**src/rtl/shift_add_multiplier.sv**
```systemverilog
// shift_add_multiplier
//   Sequential WIDTH x WIDTH multiplier. It retires one multiplier bit per clock
//   (shift-and-add) and stops as soon as the remaining multiplier bits are zero.
//   Signed operands are handled as sign-magnitude: the magnitudes are multiplied
//   and the product is negated once at the end.
//
// Ports
//   clk          rising-edge clock
//   rst_n        asynchronous active-low reset
//   in_valid     operands a, b, signed_mode are valid
//   in_ready     operands accepted (high only in IDLE)
//   a, b         multiplicand / multiplier, WIDTH bits
//   signed_mode  1 = two's-complement operands, 0 = unsigned
//   out_valid    product valid, held until out_ready
//   out_ready    consumer accepts product
//   product      2*WIDTH-bit result
//   busy         high while RUN or DONE
//   cycles       RUN iterations used for the current or last product
module shift_add_multiplier #(
  parameter  int WIDTH = 8,
  localparam int CW    = $clog2(WIDTH + 1)
) (
  input  logic                 clk,
  input  logic                 rst_n,
  input  logic                 in_valid,
  output logic                 in_ready,
  input  logic [WIDTH-1:0]     a,
  input  logic [WIDTH-1:0]     b,
  input  logic                 signed_mode,
  output logic                 out_valid,
  input  logic                 out_ready,
  output logic [2*WIDTH-1:0]   product,
  output logic                 busy,
  output logic [CW-1:0]        cycles
);

  localparam int PW = 2 * WIDTH;

  typedef enum logic [1:0] {
    IDLE = 2'd0,
    RUN  = 2'd1,
    DONE = 2'd2
  } state_t;

  state_t          state_q;
  logic [PW-1:0]   mcand_q;
  logic [PW-1:0]   acc_q;
  logic [PW-1:0]   product_q;
  logic [WIDTH-1:0] mplier_q;
  logic            neg_q;
  logic [CW-1:0]   cycles_q;
  logic            in_ready_q;
  logic            out_valid_q;
  logic            busy_q;

  logic [WIDTH-1:0] mag_a_d;
  logic [WIDTH-1:0] mag_b_d;
  logic             neg_d;
  logic [PW-1:0]    acc_d;
  logic [WIDTH-1:0] mplier_d;
  logic [PW-1:0]    product_d;

  // Operand magnitudes. Negating the most-negative value wraps back to the
  // same bit pattern, which read as unsigned is exactly 2^(WIDTH-1).
  always_comb begin
    mag_a_d   = (signed_mode && a[WIDTH-1]) ? -a : a;
    mag_b_d   = (signed_mode && b[WIDTH-1]) ? -b : b;
    neg_d     = signed_mode & (a[WIDTH-1] ^ b[WIDTH-1]);
    acc_d     = mplier_q[0] ? (acc_q + mcand_q) : acc_q;
    mplier_d  = mplier_q >> 1;
    product_d = neg_q ? -acc_d : acc_d;
  end

  always_ff @(posedge clk or negedge rst_n) begin
    if (!rst_n) begin
      state_q     <= IDLE;
      mcand_q     <= '0;
      acc_q       <= '0;
      product_q   <= '0;
      mplier_q    <= '0;
      neg_q       <= 1'b0;
      cycles_q    <= '0;
      in_ready_q  <= 1'b1;
      out_valid_q <= 1'b0;
      busy_q      <= 1'b0;
    end else begin
      case (state_q)
        IDLE: begin
          if (in_valid && in_ready_q) begin
            mcand_q    <= {{WIDTH{1'b0}}, mag_a_d};
            mplier_q   <= mag_b_d;
            acc_q      <= '0;
            neg_q      <= neg_d;
            cycles_q   <= '0;
            in_ready_q <= 1'b0;
            busy_q     <= 1'b1;
            if (mag_b_d == '0) begin
              // Nothing to iterate: the result is known at accept time.
              product_q   <= '0;
              out_valid_q <= 1'b1;
              state_q     <= DONE;
            end else begin
              state_q <= RUN;
            end
          end
        end

        RUN: begin
          acc_q    <= acc_d;
          mcand_q  <= mcand_q << 1;
          mplier_q <= mplier_d;
          cycles_q <= cycles_q + CW'(1);
          // Early exit once no set multiplier bits remain.
          if (mplier_d == '0) begin
            product_q   <= product_d;
            out_valid_q <= 1'b1;
            state_q     <= DONE;
          end
        end

        DONE: begin
          if (out_ready) begin
            out_valid_q <= 1'b0;
            busy_q      <= 1'b0;
            in_ready_q  <= 1'b1;
            state_q     <= IDLE;
          end
        end

        default: begin
          out_valid_q <= 1'b0;
          busy_q      <= 1'b0;
          in_ready_q  <= 1'b1;
          state_q     <= IDLE;
        end
      endcase
    end
  end

  assign in_ready  = in_ready_q;
  assign out_valid = out_valid_q;
  assign busy      = busy_q;
  assign product   = product_q;
  assign cycles    = cycles_q;

endmodule

```
**config.mk**
```make
export PLATFORM = sky130hd
export DESIGN_NAME = shift_add_multiplier
export DESIGN_NICKNAME = d
export VERILOG_FILES = /design/src/rtl/shift_add_multiplier.sv
export SDC_FILE = /design/constraint.sdc
export NUM_CORES = 1
export LEC_CHECK = 0
export CORE_ASPECT_RATIO = 0.6
export CORE_MARGIN = 1.5
export CORE_UTILIZATION = 62
export DETAILED_ROUTE_END_ITERATION = 10
export PLACE_DENSITY = 0.86
export SLEW_MARGIN = 5
export SYNTH_ARGS = -nofsm -noshare
export SYNTH_HDL_FRONTEND = slang
export SYNTH_SLANG_ARGS = --single-unit
```
**constraint.sdc**
```tcl
create_clock -name clk -period 9.45 [get_ports clk]
set_input_delay 1.89 -clock clk [delete_from_list [all_inputs] [get_ports clk]]
set_output_delay 1.89 -clock clk [all_outputs]
set_load 0.005 [all_outputs]
```
==> impl_metrics.env <==
export IMPL_outcome="completed"
export IMPL_final_cells=587
export IMPL_dieArea_mm2=0.007398
export IMPL_postCtsSetupBuffers=0
export IMPL_fp_dieH_um=67.23
export IMPL_hold_path_class="reg2reg"
export IMPL_die_x_um=110.0
export IMPL_cts_resized_gates=0
export IMPL_cts_root_buffer="clkbuf_16"
export IMPL_cp_start_kind="primary input"
export IMPL_vias=3920
export IMPL_ant_nets=0
export IMPL_synth_flop_cell="dfrtp_1"
export IMPL_fin_worst_skew_ns=0.008895
export IMPL_first_iter_violations=555
export IMPL_nets=537
export IMPL_syn_area_mm2=0.004263
export IMPL_core_mm2=0.006648
export IMPL_end_kind="register"
export IMPL_finalHoldViolCount=0
export IMPL_drt_drc_violations_left=0
export IMPL_synth_seq_cells=66
export IMPL_antenna_cells=0
export IMPL_clk_insertion_delay_late_ns=0.34
export IMPL_gr_total_overflow=0
export IMPL_worstMarginPinSlew_ns=0.9846
export IMPL_antenna_found_initial=0
export IMPL_vias_per_cell=6.678
export IMPL_synth_area_top_cells="dfrtp_1, ha_1, a22o_1"
export IMPL_start_util_pct=64.13
export IMPL_cts_tree="built"
export IMPL_yosysSeqAreaShare_pct=38.77
export IMPL_p_per_area_mw_per_mm2=414.3
export IMPL_fmax_mhz=215.6
export IMPL_drive_above_1_share_pct=6.400
export IMPL_final_cell_mix="dfrtp_1, clkdlybuf4s50_1, nand2_1"
export IMPL_dp_cells=571
export IMPL_firstDrtPassIters=6
export IMPL_mostFrequentLayoutCell="dfrtp_1"
export IMPL_grt_max_degree=67
export IMPL_timing_critical_path_buf_inv=2
export IMPL_syn_inst=462
export IMPL_synth_edf_count=0
export IMPL_worst_slack_ns=4.812
export IMPL_place_hpwl_mm=7.852
export IMPL_ios=44
export IMPL_grt_pass1_vias=3653
export IMPL_relSlewSlack_pct=34.12
export IMPL_power_leakage_nw=2.200
export IMPL_cp_slowest_stage_delay_ns=0.52
export IMPL_rows=23
export IMPL_avgRoutedWirePerCell_um=18.95
export IMPL_synth_area_per_cell_um2=9.227
export IMPL_port_buffers=43
export IMPL_setup_violations=0
export IMPL_cp_max_fo=17
export IMPL_crit_type="in2reg"
export IMPL_timing_critical_path_max_delay_family="simple AND/OR/NAND/NOR gates"
export IMPL_hold_buffers=0
export IMPL_synthToLayoutAreaGrowth_pct=17.67
export IMPL_clock_sinks=66
export IMPL_grtUsageTotal_pct=32.31
export IMPL_grt_pass1_wl_mm=17.93
export IMPL_placed_area_mm2=0.004717
export IMPL_fillCellCount=447
export IMPL_setup_tns_ns=0
export IMPL_cap_violations=0
export IMPL_cts_max_level=3
export IMPL_clockBufferDepth=2
export IMPL_cp_data_arrival_time_ns=4.86
export IMPL_path_clk_slew_ns=0.05
export IMPL_slew_viol_final=0
export IMPL_synth_nets=504
export IMPL_dp_worst_setup_slack_ns=4.508
export IMPL_async_flop_share_pct=100.0
export IMPL_cp_data_required_time_ns=9.67
export IMPL_gp_congestion=0.9679
export IMPL_max_vdd_ir_drop_mv=0.3129
export IMPL_p_total_mw=2.078
export IMPL_path_cells="clkdlybuf4s50_1 -> inv_1 -> ha_1 -> nor3b_2 -> a21oi_1 -> xnor2_1 -> nand2_1 -> or4_1 -> a31o_2 -> or2_1 -> a22o_1"
export IMPL_yosysTopAreaCellShare_pct=38.16
export IMPL_cts_made_buffers=9
export IMPL_fin_crit_ns=4.638
export IMPL_yosys_area_top_type="dfrtp_1"
export IMPL_fin_area_mm2=0.005016
export IMPL_synth_cell_type_count=68
export IMPL_routed_wl_mm=11.12
export IMPL_fin_crit_sh_pct=49.08
export IMPL_cp_slowest_cell="clkdlybuf4s50_1"
export IMPL_rsz0062_at_grt="false"
export IMPL_synth_warnings=0
export IMPL_holdWs_ns=0.5009
export IMPL_final_util_pct=75.46
## area by class of cell
| cell class | count | area [um^2] | area share, % |
|---|---|---|---|
| inverters | 21 | 78.83 | 1.571 |
| clock inverters | 2 | 35.03 | 0.6984 |
| repair buffers | 47 | 455.4 | 9.080 |
| flip-flops and latches | 66 | 1653 | 32.95 |
| multi-input cells | 350 | 2421 | 48.27 |
| well taps | 87 | 108.9 | 2.170 |
| clock buffers | 14 | 264.0 | 5.263 |
## where the power goes
| group | switching [mW] | internal (mW) |
|---|---|---|
| clock | 0.119 | 0.218 |
| combinational | 0.683 | 0.511 |
| sequential | 0.135 | 0.412 |
| total | 0.937 | 1.14 |
## worst reg2reg max path, stage by stage, from the launching register on
cell and delay [ns]:
dfrtp_1 0.41, ha_1 0.27, fa_1 0.44, a211oi_1 0.47
o21ai_1 0.23, a21boi_1 0.39, xor2_1 0.24, a31o_1 0.28
nand4_1 0.17, o31ai_1 0.36, xor2_1 0.13, a22o_1 0.21
## metal layers
layer | vias up | routed length [um] | track usage (%)
met5 | - | 0 | 0
met2 | 208 | 4867 | 48.76
met1 | 1884 | 5073 | 44.68
met4 | 0 | 168 | 10.23
li1 | 1805 | - | -
met3 | 23 | 1011 | 9.942
## cells by family after synthesis
logic type | share of synthesized area [%]
AOI/OAI and AO/OA | 28.38
and+or+nand+nor | 13.47
DFF | 38.77
buffers and inverters | 4.520
xor gates and xnor gates | 7.103
adders and majority gates | 6.340
muxes | 1.409
## state kept, by name, summed over array words and instances, names as in the netlist
name,flops
acc_q,16
busy,1
cycles,4
in_ready,1
mcand_q,16
mplier_q,8
neg_q,1
out_valid,1
product,16
state_q,2
## path summary, 6_finish.rpt
kind                             from           to  slack [ns]  cells past startpoint
setup reg to reg           mcand_q[0]  product[14]        5.74                     11
min in group asynchronous       rst_n  mplier_q[4]        1.73                      2
hold reg to reg            product[4]   product[4]        0.50                      1
max in group asynchronous       rst_n   product[1]        7.16                      2
setup / recovery                 b[0]   product[3]        4.81                     11
hold / removal             product[4]   product[4]        0.50                      1
## Yosys cell counts, types with 4 or more instances
cell type,instances
a21oi_1,37
a22o_1,26
a22oi_1,6
a31oi_1,7
and3_1,4
buf_2,4
clkbuf_1,19
dfrtp_1,65
ha_1,20
inv_1,20
mux2i_1,6
nand2_1,40
nand3_1,9
nor2_1,21
nor3_1,8
o211ai_1,4
o21ai_0,24
o21ai_1,9
o22ai_1,21
o31ai_1,5
or3_1,5
xnor2_1,12
xor2_1,20
Power figures use the tool's default switching activity.
